$ cat src/rtl/alu_arbiter_if.sv
// One requester's link to the shared ALU arbiter: an operation request
// channel and a held-response channel, each with valid/ready handshaking.
interface alu_arbiter_if #(
    parameter int W   = 32,
    parameter int OPW = 5
);
    logic           req_valid;
    logic           req_ready;
    logic [OPW-1:0] req_op;
    logic [W-1:0]   req_a;
    logic [W-1:0]   req_b;
    logic           req_lock;
    logic           rsp_valid;
    logic           rsp_ready;
    logic [W-1:0]   rsp_data;
    logic           rsp_err;

    modport master (
        output req_valid, req_op, req_a, req_b, req_lock, rsp_ready,
        input  req_ready, rsp_valid, rsp_data, rsp_err
    );

    modport slave (
        input  req_valid, req_op, req_a, req_b, req_lock, rsp_ready,
        output req_ready, rsp_valid, rsp_data, rsp_err
    );
endinterface

$ cat src/rtl/alu_arbiter.sv
// Two-port round-robin arbiter with optional grant lock in front of one
// registered ALU; results return through per-port response holding registers.
module alu_arbiter #(
    parameter int W     = 32,
    parameter int OPW   = 5,
    parameter int MAXOP = 17
) (
    input  logic           clk,
    input  logic           rst,
    alu_arbiter_if.slave   p0,
    alu_arbiter_if.slave   p1,
    output logic [OPW-1:0] alu_op,
    output logic [W-1:0]   alu_op1,
    output logic [W-1:0]   alu_op2,
    input  logic [W-1:0]   alu_res
);
    typedef enum logic [1:0] {
        ARB     = 2'd0,
        LOCKED0 = 2'd1,
        LOCKED1 = 2'd2
    } state_t;

    state_t state_q, state_d;
    logic   last_q, last_d;
    logic   infl_v_q, infl_v_d;
    logic   infl_id_q, infl_id_d;
    logic   infl_err_q, infl_err_d;
    logic [1:0]        hold_v_q, hold_v_d;
    logic [1:0]        hold_err_q, hold_err_d;
    logic [1:0][W-1:0] hold_data_q, hold_data_d;

    logic [1:0] valid, rsp_rdy, lock, elig, cand, gnt;
    logic       issue, gid, illegal, land;
    logic [OPW-1:0] sel_op;

    always_comb begin
        valid   = {p1.req_valid, p0.req_valid};
        rsp_rdy = {p1.rsp_ready, p0.rsp_ready};
        lock    = {p1.req_lock,  p0.req_lock};

        // A port is blocked while its previous op is still in the ALU or its
        // held response cannot be freed this cycle.
        for (int i = 0; i < 2; i++) begin
            elig[i] = !(infl_v_q && (infl_id_q == 1'(i)))
                      && (!hold_v_q[i] || rsp_rdy[i]);
        end
        if (state_q == LOCKED0) elig[1] = 1'b0;
        if (state_q == LOCKED1) elig[0] = 1'b0;

        cand = valid & elig;
        if (cand == 2'b11) gnt = last_q ? 2'b01 : 2'b10;
        else               gnt = cand;
        issue = |gnt;
        gid   = gnt[1];

        sel_op  = gid ? p1.req_op : p0.req_op;
        illegal = sel_op > OPW'(MAXOP);

        alu_op  = '0;
        alu_op1 = '0;
        alu_op2 = '0;
        if (issue) begin
            alu_op  = illegal ? OPW'(1) : sel_op;
            alu_op1 = gid ? p1.req_a : p0.req_a;
            alu_op2 = gid ? p1.req_b : p0.req_b;
        end
    end

    // Next-state for arbitration/lock FSM and round-robin pointer.
    always_comb begin
        state_d = state_q;
        last_d  = last_q;
        if (issue) begin
            last_d = gid;
            case (state_q)
                ARB:     if (lock[gid]) state_d = gid ? LOCKED1 : LOCKED0;
                LOCKED0,
                LOCKED1: if (!lock[gid]) state_d = ARB;
                default: state_d = ARB;
            endcase
        end
    end

    always_comb begin
        infl_v_d   = issue;
        infl_id_d  = issue ? gid : 1'b0;
        infl_err_d = issue && illegal;

        hold_v_d    = hold_v_q;
        hold_err_d  = hold_err_q;
        hold_data_d = hold_data_q;
        for (int i = 0; i < 2; i++) begin
            land = infl_v_q && (infl_id_q == 1'(i));
            // A landing result takes priority over a drain on the same edge.
            if (land) begin
                hold_v_d[i]    = 1'b1;
                hold_err_d[i]  = infl_err_q;
                hold_data_d[i] = infl_err_q ? '0 : alu_res;
            end else if (hold_v_q[i] && rsp_rdy[i]) begin
                hold_v_d[i] = 1'b0;
            end
        end
    end

    always_ff @(posedge clk or posedge rst) begin
        if (rst) begin
            state_q     <= ARB;
            last_q      <= 1'b1;
            infl_v_q    <= 1'b0;
            infl_id_q   <= 1'b0;
            infl_err_q  <= 1'b0;
            hold_v_q    <= '0;
            hold_err_q  <= '0;
            hold_data_q <= '0;
        end else begin
            state_q     <= state_d;
            last_q      <= last_d;
            infl_v_q    <= infl_v_d;
            infl_id_q   <= infl_id_d;
            infl_err_q  <= infl_err_d;
            hold_v_q    <= hold_v_d;
            hold_err_q  <= hold_err_d;
            hold_data_q <= hold_data_d;
        end
    end

    assign p0.req_ready = gnt[0];
    assign p1.req_ready = gnt[1];
    assign p0.rsp_valid = hold_v_q[0];
    assign p1.rsp_valid = hold_v_q[1];
    assign p0.rsp_data  = hold_data_q[0];
    assign p1.rsp_data  = hold_data_q[1];
    assign p0.rsp_err   = hold_err_q[0];
    assign p1.rsp_err   = hold_err_q[1];
endmodule
$ cat src/flat_wrapper.sv
// flat-port wrapper written by rule: the top's interface ports become plain ports
module alu_arbiter_flat 
#(
    parameter int W     = 32,
    parameter int OPW   = 5,
    parameter int MAXOP = 17
)
  (clk, rst, alu_op, alu_op1, alu_op2, alu_res, p0_req_valid, p0_req_op, p0_req_a, p0_req_b, p0_req_lock, p0_rsp_ready, p0_req_ready, p0_rsp_valid, p0_rsp_data, p0_rsp_err, p1_req_valid, p1_req_op, p1_req_a, p1_req_b, p1_req_lock, p1_rsp_ready, p1_req_ready, p1_rsp_valid, p1_rsp_data, p1_rsp_err);
  alu_arbiter_if #(.W(W), .OPW(OPW)) p0_i ();
  alu_arbiter_if #(.W(W), .OPW(OPW)) p1_i ();
  input  logic clk;
  input  logic rst;
  output logic [OPW-1:0] alu_op;
  output logic [W-1:0] alu_op1;
  output logic [W-1:0] alu_op2;
  input  logic [W-1:0] alu_res;
  input wire logic [$bits(p0_i.req_valid)-1:0] p0_req_valid;
  input wire logic [$bits(p0_i.req_op)-1:0] p0_req_op;
  input wire logic [$bits(p0_i.req_a)-1:0] p0_req_a;
  input wire logic [$bits(p0_i.req_b)-1:0] p0_req_b;
  input wire logic [$bits(p0_i.req_lock)-1:0] p0_req_lock;
  input wire logic [$bits(p0_i.rsp_ready)-1:0] p0_rsp_ready;
  output wire logic [$bits(p0_i.req_ready)-1:0] p0_req_ready;
  output wire logic [$bits(p0_i.rsp_valid)-1:0] p0_rsp_valid;
  output wire logic [$bits(p0_i.rsp_data)-1:0] p0_rsp_data;
  output wire logic [$bits(p0_i.rsp_err)-1:0] p0_rsp_err;
  input wire logic [$bits(p1_i.req_valid)-1:0] p1_req_valid;
  input wire logic [$bits(p1_i.req_op)-1:0] p1_req_op;
  input wire logic [$bits(p1_i.req_a)-1:0] p1_req_a;
  input wire logic [$bits(p1_i.req_b)-1:0] p1_req_b;
  input wire logic [$bits(p1_i.req_lock)-1:0] p1_req_lock;
  input wire logic [$bits(p1_i.rsp_ready)-1:0] p1_rsp_ready;
  output wire logic [$bits(p1_i.req_ready)-1:0] p1_req_ready;
  output wire logic [$bits(p1_i.rsp_valid)-1:0] p1_rsp_valid;
  output wire logic [$bits(p1_i.rsp_data)-1:0] p1_rsp_data;
  output wire logic [$bits(p1_i.rsp_err)-1:0] p1_rsp_err;
  assign p0_i.req_valid = p0_req_valid;
  assign p0_i.req_op = p0_req_op;
  assign p0_i.req_a = p0_req_a;
  assign p0_i.req_b = p0_req_b;
  assign p0_i.req_lock = p0_req_lock;
  assign p0_i.rsp_ready = p0_rsp_ready;
  assign p0_req_ready = p0_i.req_ready;
  assign p0_rsp_valid = p0_i.rsp_valid;
  assign p0_rsp_data = p0_i.rsp_data;
  assign p0_rsp_err = p0_i.rsp_err;
  assign p1_i.req_valid = p1_req_valid;
  assign p1_i.req_op = p1_req_op;
  assign p1_i.req_a = p1_req_a;
  assign p1_i.req_b = p1_req_b;
  assign p1_i.req_lock = p1_req_lock;
  assign p1_i.rsp_ready = p1_rsp_ready;
  assign p1_req_ready = p1_i.req_ready;
  assign p1_rsp_valid = p1_i.rsp_valid;
  assign p1_rsp_data = p1_i.rsp_data;
  assign p1_rsp_err = p1_i.rsp_err;
  alu_arbiter #(.W(W), .OPW(OPW), .MAXOP(MAXOP)) u_core (.clk(clk), .rst(rst), .p0(p0_i), .p1(p1_i), .alu_op(alu_op), .alu_op1(alu_op1), .alu_op2(alu_op2), .alu_res(alu_res));
endmodule
$ cat config.mk
export PLATFORM = sky130hd
export DESIGN_NAME = alu_arbiter_flat
export DESIGN_NICKNAME = d
export VERILOG_FILES = /design/src/rtl/alu_arbiter_if.sv /design/src/rtl/alu_arbiter.sv /design/src/flat_wrapper.sv
export SDC_FILE = /design/constraint.sdc
export NUM_CORES = 1
export LEC_CHECK = 0
export BUFFER_PORTS_ARGS = -buffer_cell sky130_fd_sc_hd__buf_2
export CAP_MARGIN = 15
export CORE_AREA = 2 2 125 127
export DETAILED_ROUTE_END_ITERATION = 16
export DIE_AREA = 0 0 127 129
export PLACE_DENSITY = 0.56
export SETUP_SLACK_MARGIN = 0.02
export SYNTH_ARGS = -nofsm -noshare
export SYNTH_HDL_FRONTEND = slang
export SYNTH_SLANG_ARGS = --single-unit
export TNS_END_PERCENT = 30
$ cat constraint.sdc
create_clock -name clk -period 2.9 [get_ports clk]
set_clock_uncertainty 0.05 [all_clocks]
set_input_delay 0 -clock clk [delete_from_list [all_inputs] [get_ports clk]]
set_output_delay 0 -clock clk [all_outputs]
set_load 0.1 [all_outputs]
==> metrics.yaml, run 1 <==
whs_endpoint: "u_core.infl_err_q"
syn_area_mm2: 0.00366
drive_above_1_share: 0.507
fmax_ghz: 0.369
worst_ep_arrival_time_ns: 2.66
synth_cell_type_count: 28
cap_viol_max_count: 0
io_pins: 317
vias_per_cell: 4.70
ys_warn_count: 0
synth_top_area_frac: 0.498
cts.clk_slew.worst_paths_ns: 0.06
rr_startpoint: "u_core.state_q[1]"
syn_avg_cell_area_um2: 9.72
path_cells: "inv_1 -> ha_1 -> inv_1 -> o2111ai_2 -> a21oi_4 -> mux2i_2 -> a31oi_1 -> a221o_1 -> buf_2"
maxSlewHeadroom: 0.310
crit_top_cell: "inv_1"
hold_path.class: "in -> reg"
die_height_um: 129
cts_tree: "yes"
synth_enable_flop_cells: 0
tightest_slew_ns: 1.03
synthesis.nets: 558
required_ns: 2.85
slowest_delay_ns: 0.36
finalCoreUtilization: 0.478
row_count: 45
die_w_um: 127
clk_latency_ns: 0.32
synthCells: 377
end_kind: "primary output"
report.final.hold_viol_count: 0
netlist_top_cells_count: "73 x dfrtp_1, 66 x nand2_1, 66 x o21ai_0"
yosysMostFrequentCell: "dfrtp_1"
yosys.area.top_type: "dfrtp_1"
crit_path_top_delay_cell: "mux2i_2"
period_needed_ns: 2.71
ys_top_cells_by_area: "dfrtp_1 50%, a22o_1 15%, o21ai_0 9.0%"
clock_tree.buffer_depth: 2
r2r_cells: 9
firstDrtPassIters: 4
crit_type: "reg -> out"
numPortBuffers: 316
worst_r2r_endpoint: "u_core.state_q[0]"
r2r_slack_ns: 0.55
nFillCells: 1412
ant_nets: 0
ys_ff_latch: 74
routed_wirelength_um: 17300
num_vias: 4290
synthFlopType: "dfrtp_1"
path_max_fanout: 7
gp_congestion: 0.876
wl_per_cell_um: 18.9
grt-ovfl-total: 0
drt_iter0_markers: 230
finalCritPeriodShare: 0.933
clock_sinks: 74
grt_usage: 0.202
drc_errors: 0
cts_root_buf: "clkbuf_16"
hpwl_um: 13700
cts_buffers: 9
grt_max_degree: 67
outcome: "finished clean"
layout.nets: 896
antenna_found_initial: 8
finalHoldWorstSlack_ns: 0.0342
areaGrowthSynthToFinish_pct: 95.4
cts_htree_levels: 3
tns_ns: 0
grt_pass1_vias: 4461
start_kind: "flip-flop"
dieArea_mm2: 0.0164
start_util: 0.245
min_path_cells: 3
async_flop_share: 1.00
rsz0062_at_grt: "yes"
core-area_mm2: 0.0150
grt_pass1_wl_um: 25100
setup_viol: 0
yosysSeqAreaShare: 0.506
drv_slew: 0
hp-start: "p1_req_op[3]"
[worst max path at each step]
stage | from | end | slack (ns) | depth (start not counted)
floorplan | u_core.hold_v_q[1] | alu_op[1] | 0.03 | 7
global placement | u_core.state_q[1] | u_core.state_q[0] | 0.60 | 9
detailed placement | u_core.state_q[1] | u_core.state_q[0] | 0.46 | 9
CTS | u_core.state_q[1] | alu_op[0] | 0.17 | 8
global route | u_core.state_q[1] | alu_op[0] | 0.02 | 9
finish | u_core.state_q[1] | alu_op[0] | 0.19 | 9
[cell families (layout without fill, tap and decap cells)]
group	count (synthesis)	after routing	share of synthesized area
compound gates	141	141	0.274
simple gates	108	108	0.137
flops	74	74	0.506
buf+inv	42	385	0.0475
mux	9	9	0.0256
fa+ha+maj	3	3	0.0102
other cells	0	5	0
[cell type report]
type / instances / area, um2 / share of cell area
Clock inverter: 1 / 7.51 / 0.00105
Sequential cell: 74 / 1850 / 0.259
Timing Repair Buffer: 360 / 3060 / 0.427
Inverter: 9 / 33.8 / 0.00472
Clock buffer: 15 / 278 / 0.0388
Tap cell: 188 / 235 / 0.0328
Antenna cell: 5 / 12.5 / 0.00175
Multi-Input combinational cell: 261 / 1680 / 0.234
[per-layer routing]
layer / share of wire / global-route usage / vias up
li1: - / - / 2008
met1: 0.38 / 0.229 / 2062
met2: 0.51 / 0.349 / 188
met3: 0.082 / 0.0674 / 28
met4: 0.030 / 0.0866 / 4
met5: 0.0014 / 0 / -
[metrics by stage]
stage	area (um2)	setup WS [ns]	instances
2_1_floorplan	3690	0.0345	377
3_3_place_gp	6480	0.604	856
3_5_place_dp	6480	0.459	856
4_1_cts	7130	0.169	908
5_1_grt	7160	0.0180	913
6_report	7160	0.193	913
[state kept, by name, summed over array words and instances, names as in the netlist]
signal	flops
u_core.state_q	2
u_core.last_q	1
u_core.hold_err_q	2
u_core.p0.rsp_data	32
u_core.hold_v_q	2
u_core.infl_id_q	1
u_core.infl_v_q	1
u_core.infl_err_q	1
u_core.p1.rsp_data	32
[cells in the final DEF, fill, tap and decap left out, types with 2 or more instances in the layout]
master	netlist	layout
a22o_1	64	55
a22o_2	0	9
a22oi_1	2	2
buf_12	0	70
buf_2	7	246
buf_4	0	6
buf_6	1	2
clkbuf_1	25	3
clkbuf_16	0	9
clkbuf_8	0	3
dfrtp_1	73	72
diode_2	0	5
dlygate4sd3_1	0	36
ha_1	3	3
inv_1	9	8
mux2_2	2	2
mux2i_1	6	3
mux2i_2	0	3
nand2_1	66	65
nand2b_1	35	35
nor2_2	0	3
o21ai_0	66	66
[worst max-delay path, delay by kind of cell, from the launching register on]
kind	cells	cell delay, ns
AOI/OAI and AO/OA	4	1.00
muxes	1	0.36
adders and majority gates	1	0.17
buffers and inverters	3	0.44
DFF	1	0.35
[repair_timing]
item                                   4_1_cts  5_1_grt
setup endpoints to repair                    0       10
buffers inserted                             0        0
endpoints found under the hold margin      103        0
hold buffers                                36        0
resized for setup                            0        5
Power of run 1 is left out: the tool's default activity adds up to more than one toggle a clock period on the data nets, which glitch-free logic cannot reach.
==> inputs of run 2 (changes only) <==
--- a/config.mk
+++ b/config.mk
@@ -8,8 +8,10 @@
 export BUFFER_PORTS_ARGS = -buffer_cell sky130_fd_sc_hd__buf_2
 export CAP_MARGIN = 15
 export CORE_AREA = 2 2 125 127
+export CTS_BUF_LIST = sky130_fd_sc_hd__clkbuf_8
 export DETAILED_ROUTE_END_ITERATION = 16
 export DIE_AREA = 0 0 127 129
+export HOLD_SLACK_MARGIN = 0.12
 export PLACE_DENSITY = 0.56
 export SETUP_SLACK_MARGIN = 0.02
 export SYNTH_ARGS = -nofsm -noshare
==> run 2 against run 1 <==
  * Non-clock buffer count grew 8
  * Critical endpoint is now u_core.state_q[0]
  * Register-to-register slack got worse by 0.39 ns
  * Global-route usage about the same
==> metrics.yaml, run 2 (same netlist as run 1, synthesis figures left out) <==
crit_path_top_delay_cell: "dlygate4sd3_1"
maxSlewHeadroom: 0.346  # +0.0354
cap_viol_max_count: 0  # unchanged
die_w_um: 127  # unchanged
finalCritPeriodShare: 0.944  # +0.0111
grt_max_degree: 67  # unchanged
cts.clk_slew.worst_paths_ns: 0.07  # about the same
fmax_ghz: 0.365  # -1.2%
drive_above_1_share: 0.501  # -0.00557
outcome: "finished clean"
required_ns: 3.11  # +0.26 ns
routed_wirelength_um: 17300  # -0.17%
vias_per_cell: 4.70  # +0.11%
cts_htree_levels: 3  # unchanged
gp_congestion: 0.876  # unchanged
hp-start: "p1_req_lock"
drv_slew: 0  # unchanged
core-area_mm2: 0.0150  # unchanged
final_common_cell: "buf_2"
grt_pass1_vias: 4479  # +0.40%
finalCoreUtilization: 0.477  # -0.00142
drc_errors: 0  # unchanged
min_path_cells: 4  # +1
worst_ep_arrival_time_ns: 2.95  # +0.29 ns
grt_usage: 0.202  # about the same
report.final.hold_viol_count: 0  # unchanged
r2r_cells: 9  # unchanged
worst_r2r_endpoint: "u_core.state_q[0]"
r2r_slack_ns: 0.16  # -0.39 ns
path_cells: "inv_1 -> ha_1 -> inv_1 -> o2111a_4 -> a21oi_4 -> mux2_1 -> dlygate4sd3_1 -> a211oi_2 -> mux2i_1"
start_util: 0.245  # unchanged
rsz0062_at_grt: "yes"
hpwl_um: 13700  # unchanged
firstDrtPassIters: 4  # unchanged
drt_iter0_markers: 227  # -1.3%
io_pins: 317  # unchanged
wl_per_cell_um: 18.7  # -1.1%
ant_nets: 0  # unchanged
num_vias: 4337  # +1.1%
setup_viol: 0  # unchanged
cts_buffers: 9  # unchanged
cts_root_buf: "clkbuf_8"
crit_top_cell: "inv_1"
grt_pass1_wl_um: 25000  # -0.14%
areaGrowthSynthToFinish_pct: 94.8
dieArea_mm2: 0.0164  # unchanged
worstSetupStartpoint: "u_core.state_q[0]"
hold_path.class: "in -> reg"
slowest_delay_ns: 0.59  # +0.23 ns
layout.nets: 904  # +0.89%
grt-ovfl-total: 0  # unchanged
crit_type: "reg -> reg"
start_kind: "flip-flop"
cts_tree: "yes"
path_max_fanout: 7  # unchanged
final_cell_mix: "245 x buf_2, 72 x dfrtp_1, 70 x buf_12"
clock_tree.buffer_depth: 2  # unchanged
rr_startpoint: "u_core.state_q[0]"
die_height_um: 129  # unchanged
numPortBuffers: 316  # unchanged
period_needed_ns: 2.74  # +0.0323 ns
whs_endpoint: "u_core.state_q[1]"
row_count: 45  # unchanged
antenna_found_initial: 8  # unchanged
end_kind: "flip-flop"
tightest_slew_ns: 0.981  # -0.0531 ns
clk_latency_ns: 0.34  # +0.02 ns
clock_sinks: 74  # unchanged
==> run 2: cell count changes in the layout (fill, tap and decap cells not counted), moves of 2 or more <==
cell,change
mux2i_2,-2
clkbuf_8,+9
clkbuf_16,-9
dlygate4sd3_1,+6
inv_1,+3
clkbuf_1,-3
mux2i_1,+2
buf_4,+3
==> run 2: worst max-delay path: cells and delay by family (launching register included) <==
kind / cells / cell delay [ns]
buf+inv: 3 / 0.74
compound gates: 3 / 0.74
mux: 2 / 0.60
flops: 1 / 0.38
fa+ha+maj: 1 / 0.16
==> run 2: worst max path at each step <==
stage                     slack [ns]  depth (start not counted)                 to
after floorplan                 0.03                          7          alu_op[1]
after global placement          0.60                          9  u_core.state_q[0]
final                           0.16                          9  u_core.state_q[0]
after CTS                       0.12                          9  u_core.state_q[0]
after detailed placement        0.46                          9  u_core.state_q[0]
after global routing           -0.01                          9  u_core.state_q[0]
==> run 2: cell type report <==
type                            count  area, um2
Inverter                            9       33.8
Timing Repair Buffer              368       3130
Tap cell                          188        235
Antenna cell                        6       15.0
Sequential cell                    74       1850
Clock buffer                       12        165
Fill cell                        1421       7840
Clock inverter                      4       18.8
Multi-Input combinational cell    261       1680
==> run 2: stage by stage <==
step           std cells  setup WS, ns  hold WS, ns  area [um2]  TNS (ns)
6_report             922         0.161        0.137        7140         0
5_1_grt              921       -0.0130        0.140        7140   -0.0130
4_1_cts              914         0.119        0.121        7090         0
3_5_place_dp         856         0.459        0.116        6480         0
3_3_place_gp         856         0.604        0.108        6480         0
2_1_floorplan        377        0.0345       0.0428        3690         0
==> run 2: metal layers <==
metal  wire (um)  GRT usage  vias up
met3        1410     0.0669       26
li1            -          -     2027
met4         453     0.0886        4
met2        8880      0.349      202
met5          24          0        -
met1        6490      0.228     2078
==> run 2: timing repair <==
item,in CTS,in global routing
hold buffers,42,0
resized for setup,0,4
buffers inserted,0,2
hold endpoints to repair,106,0
endpoints found under the setup margin,0,43
Power of run 2 is left out for the same reason.
==> inputs of run 3 (changes only) <==
--- a/config.mk
+++ b/config.mk
@@ -5,14 +5,15 @@
 export SDC_FILE = /design/constraint.sdc
 export NUM_CORES = 1
 export LEC_CHECK = 0
+export ABC_AREA = 1
 export BUFFER_PORTS_ARGS = -buffer_cell sky130_fd_sc_hd__buf_2
 export CAP_MARGIN = 15
-export CORE_AREA = 2 2 125 127
+export CORE_AREA = 2 2 123 125
 export CTS_BUF_LIST = sky130_fd_sc_hd__clkbuf_8
 export DETAILED_ROUTE_END_ITERATION = 16
-export DIE_AREA = 0 0 127 129
+export DIE_AREA = 0 0 125 127
 export HOLD_SLACK_MARGIN = 0.12
-export PLACE_DENSITY = 0.56
+export PLACE_DENSITY = 0.64
 export SETUP_SLACK_MARGIN = 0.02
 export SYNTH_ARGS = -nofsm -noshare
 export SYNTH_HDL_FRONTEND = slang
==> run 3 against run 2 <==
  * Critical path depth increased by 4
  * Design area increased by 11%
  * Largest cell class unchanged
  * Critical path type is now reg -> out
  * Die area down 3.1%
  * Hold slack gained 0.069 ns
  * Highest routed layer is now met4
==> metrics.yaml, run 3 <==
end_kind: "primary output"
synth_cell_type_count: 24  # -14%
cts_tree: "yes"
ys_warn_count: 0  # unchanged
grt_usage: 0.217  # +0.0154
syn_area_mm2: 0.00454  # +24%
r2r_slack_ns: 0.34  # +0.18 ns
synth_enable_flop_cells: 0  # unchanged
hp-start: "p1_req_valid"
grt-ovfl-total: 0  # unchanged
drc_errors: 0  # unchanged
clock_tree.buffer_depth: 2  # unchanged
grt_pass1_wl_um: 27300  # +9.1%
drv_slew: 0  # unchanged
start_util: 0.315  # +0.0698
crit_top_cell: "inv_1"
numPortBuffers: 316  # unchanged
dieArea_mm2: 0.0159  # -3.1%
async_flop_share: 1.00  # unchanged
yosysSeqAreaShare: 0.408  # -0.0972
stdcell_area_mm2: 0.00790  # +11%
hold_path.class: "in -> reg"
regArea_mm2: 0.00185  # about the same
vias_per_cell: 4.39  # -6.6%
hpwl_um: 13400  # -2.5%
yosysMostFrequentCell: "nand2_1"
num_vias: 5468  # +26%
crit_path_top_delay_cell: "dfrtp_1"
gp_congestion: 0.883  # +0.71%
row_count: 44  # -2.2%
path_cells: "inv_1 -> ha_1 -> inv_1 -> nand2_1 -> nor2_4 -> nand2_8 -> inv_2 -> buf_12 -> nor2_1 -> nor2_1 -> o21ai_0 -> inv_1 -> buf_12"
worst_ep_arrival_time_ns: 2.53  # -0.42 ns
ys_top_cells_by_area: "dfrtp_1 40%, nand2_1 18%, nor2_1 13%"
synthCells: 707  # +88%
grt_pass1_vias: 5211  # +16%
routed_wirelength_um: 17900  # +3.6%
crit_type: "reg -> out"
tightest_slew_ns: 0.949  # -0.0328 ns
firstDrtPassIters: 4  # unchanged
maxSlewHeadroom: 0.368  # +0.0219
wl_per_cell_um: 14.4  # -23%
r2r_cells: 12  # +3
io_pins: 317  # unchanged
fmax_ghz: 0.388  # +6.2%
clock_sinks: 74  # unchanged
min_path_cells: 7  # +3
ys_ff_latch: 74  # unchanged
path_max_fanout: 44  # +37
cts_root_buf: "clkbuf_8"
cts_htree_levels: 3  # unchanged
syn_avg_cell_area_um2: 6.42  # -34%
required_ns: 2.85  # -0.26 ns
cp_top_family: "buffers and inverters"
die_w_um: 125  # -1.6%
finalCritPeriodShare: 0.890  # -0.0548
synthFlopType: "dfrtp_1"
die_height_um: 127  # -1.6%
report.final.hold_viol_count: 0  # unchanged
slowest_delay_ns: 0.37  # -0.22 ns
grt_max_degree: 75  # +12%
whs_endpoint: "u_core.state_q[0]"
period_needed_ns: 2.58  # -0.159 ns
rsz0062_at_grt: "no"
drt_iter0_markers: 283  # +25%
setup_viol: 0  # unchanged
cap_viol_max_count: 0  # unchanged
outcome: "finished clean"
start_kind: "flip-flop"
nFillCells: 1361  # -4.2%
cts.clk_slew.worst_paths_ns: 0.08  # about the same
synth_top_area_frac: 0.403  # -0.0958
clk_latency_ns: 0.34  # about the same
worst_r2r_endpoint: "u_core.state_q[1]"
placed_cell_area_mm2: 0.00727  # +12%
netlist_top_cells_count: "214 x nand2_1, 154 x nor2_1, 118 x inv_1"
final_common_cell: "buf_2"
synthesis.nets: 888  # +59%
layout.nets: 1234  # +37%
cts_buffers: 9  # unchanged
core-area_mm2: 0.0144  # -3.7%
finalHoldWorstSlack_ns: 0.206  # +0.0690 ns
drive_above_1_share: 0.355  # -0.146
yosys.area.top_type: "dfrtp_1"
multi_input_area_mm2: 0.00202  # +20%
antenna_found_initial: 1  # -7
critPathBufInv: 6  # +3
rr_startpoint: "u_core.state_q[0]"
final_cell_mix: "247 x buf_2, 214 x nand2_1, 152 x nor2_1"
ant_nets: 0  # unchanged
areaGrowthSynthToFinish_pct: 74.2
run 3: changes by cell type after synthesis, sizes merged, moves of 3 or more:
cell / delta
mux2i: -6
a22o: -64
buf: +11
nor2: +163
inv: +113
mux2: -3
nand2: +153
clkbuf: -5
o21ai: +6
nand4: +3
nand2b: -36
nand3: +4
run 3: through the flow:
stage / setup WS (ns) / utilization / std cells / setup TNS [ns]
3_5_place_dp: 0.550 / 0.504 / 1181 / 0
6_report: 0.320 / 0.548 / 1245 / 0
2_1_floorplan: -0.100 / - / 707 / -0.100
4_1_cts: 0.148 / 0.545 / 1239 / 0
5_1_grt: 0.0460 / 0.548 / 1243 / 0
3_3_place_gp: 0.656 / 0.504 / 1181 / 0
run 3: how the worst max path moves through the flow:
stage | start | to | slack (ns) | cells after the start
after global placement | u_core.state_q[0] | alu_op[0] | 0.66 | 9
after CTS | u_core.state_q[0] | alu_op1[4] | 0.15 | 12
after floorplan | u_core.hold_v_q[0] | alu_op[1] | -0.10 | 6
after global routing | u_core.state_q[1] | alu_op1[12] | 0.05 | 13
after detailed placement | u_core.state_q[0] | alu_op1[4] | 0.55 | 12
final | u_core.state_q[1] | alu_op1[4] | 0.32 | 13
run 3: repair_timing:
action,CTS,global route
setup buffers,0,2
endpoints found under the hold margin,143,0
endpoints found under the setup margin,0,17
resized for setup,0,1
hold buffers,42,0
run 3: layout make-up:
type / count / share of cell area
multi-input combinational: 473 / 0.256
timing repair buffer: 373 / 0.400
antenna: 3 / 0.000950
clock buffer: 9 / 0.0157
clock inverter: 7 / 0.00586
sequential: 74 / 0.234
inverter: 122 / 0.0579
tap: 184 / 0.0291
run 3: per-layer routing:
metal	part of all wire	wire, um	vias up	GRT usage
met5	0	0	-	0
met4	0.020	361	0	0.0667
met3	0.078	1400	23	0.0628
met2	0.50	8870	232	0.368
met1	0.41	7250	2443	0.270
li1	-	-	2770	-
run 3: cell families (layout without fill, tap and decap cells):
group | count (synthesis) | count (layout) | synth area share
and+or+nand+nor | 395 | 396 | 0.349
DFF | 74 | 74 | 0.408
other | 0 | 3 | 0
AOI/OAI and AO/OA | 74 | 74 | 0.0825
buffers and inverters | 161 | 511 | 0.152
adders and majority gates | 3 | 3 | 0.00827
run 3: worst reg2reg max path, stage by stage (launching register included):
cell           delay (ns)
dfrtp_1              0.39
inv_1                0.08
ha_1                 0.20
nor2_2               0.17
nand4_1              0.12
buf_4                0.17
nand2_8              0.12
buf_4                0.28
nand2_1              0.12
nand2_1              0.10
dlygate4sd3_1        0.55
nand4_1              0.09
nand2_1              0.07
Power of run 3 is left out for the same reason.
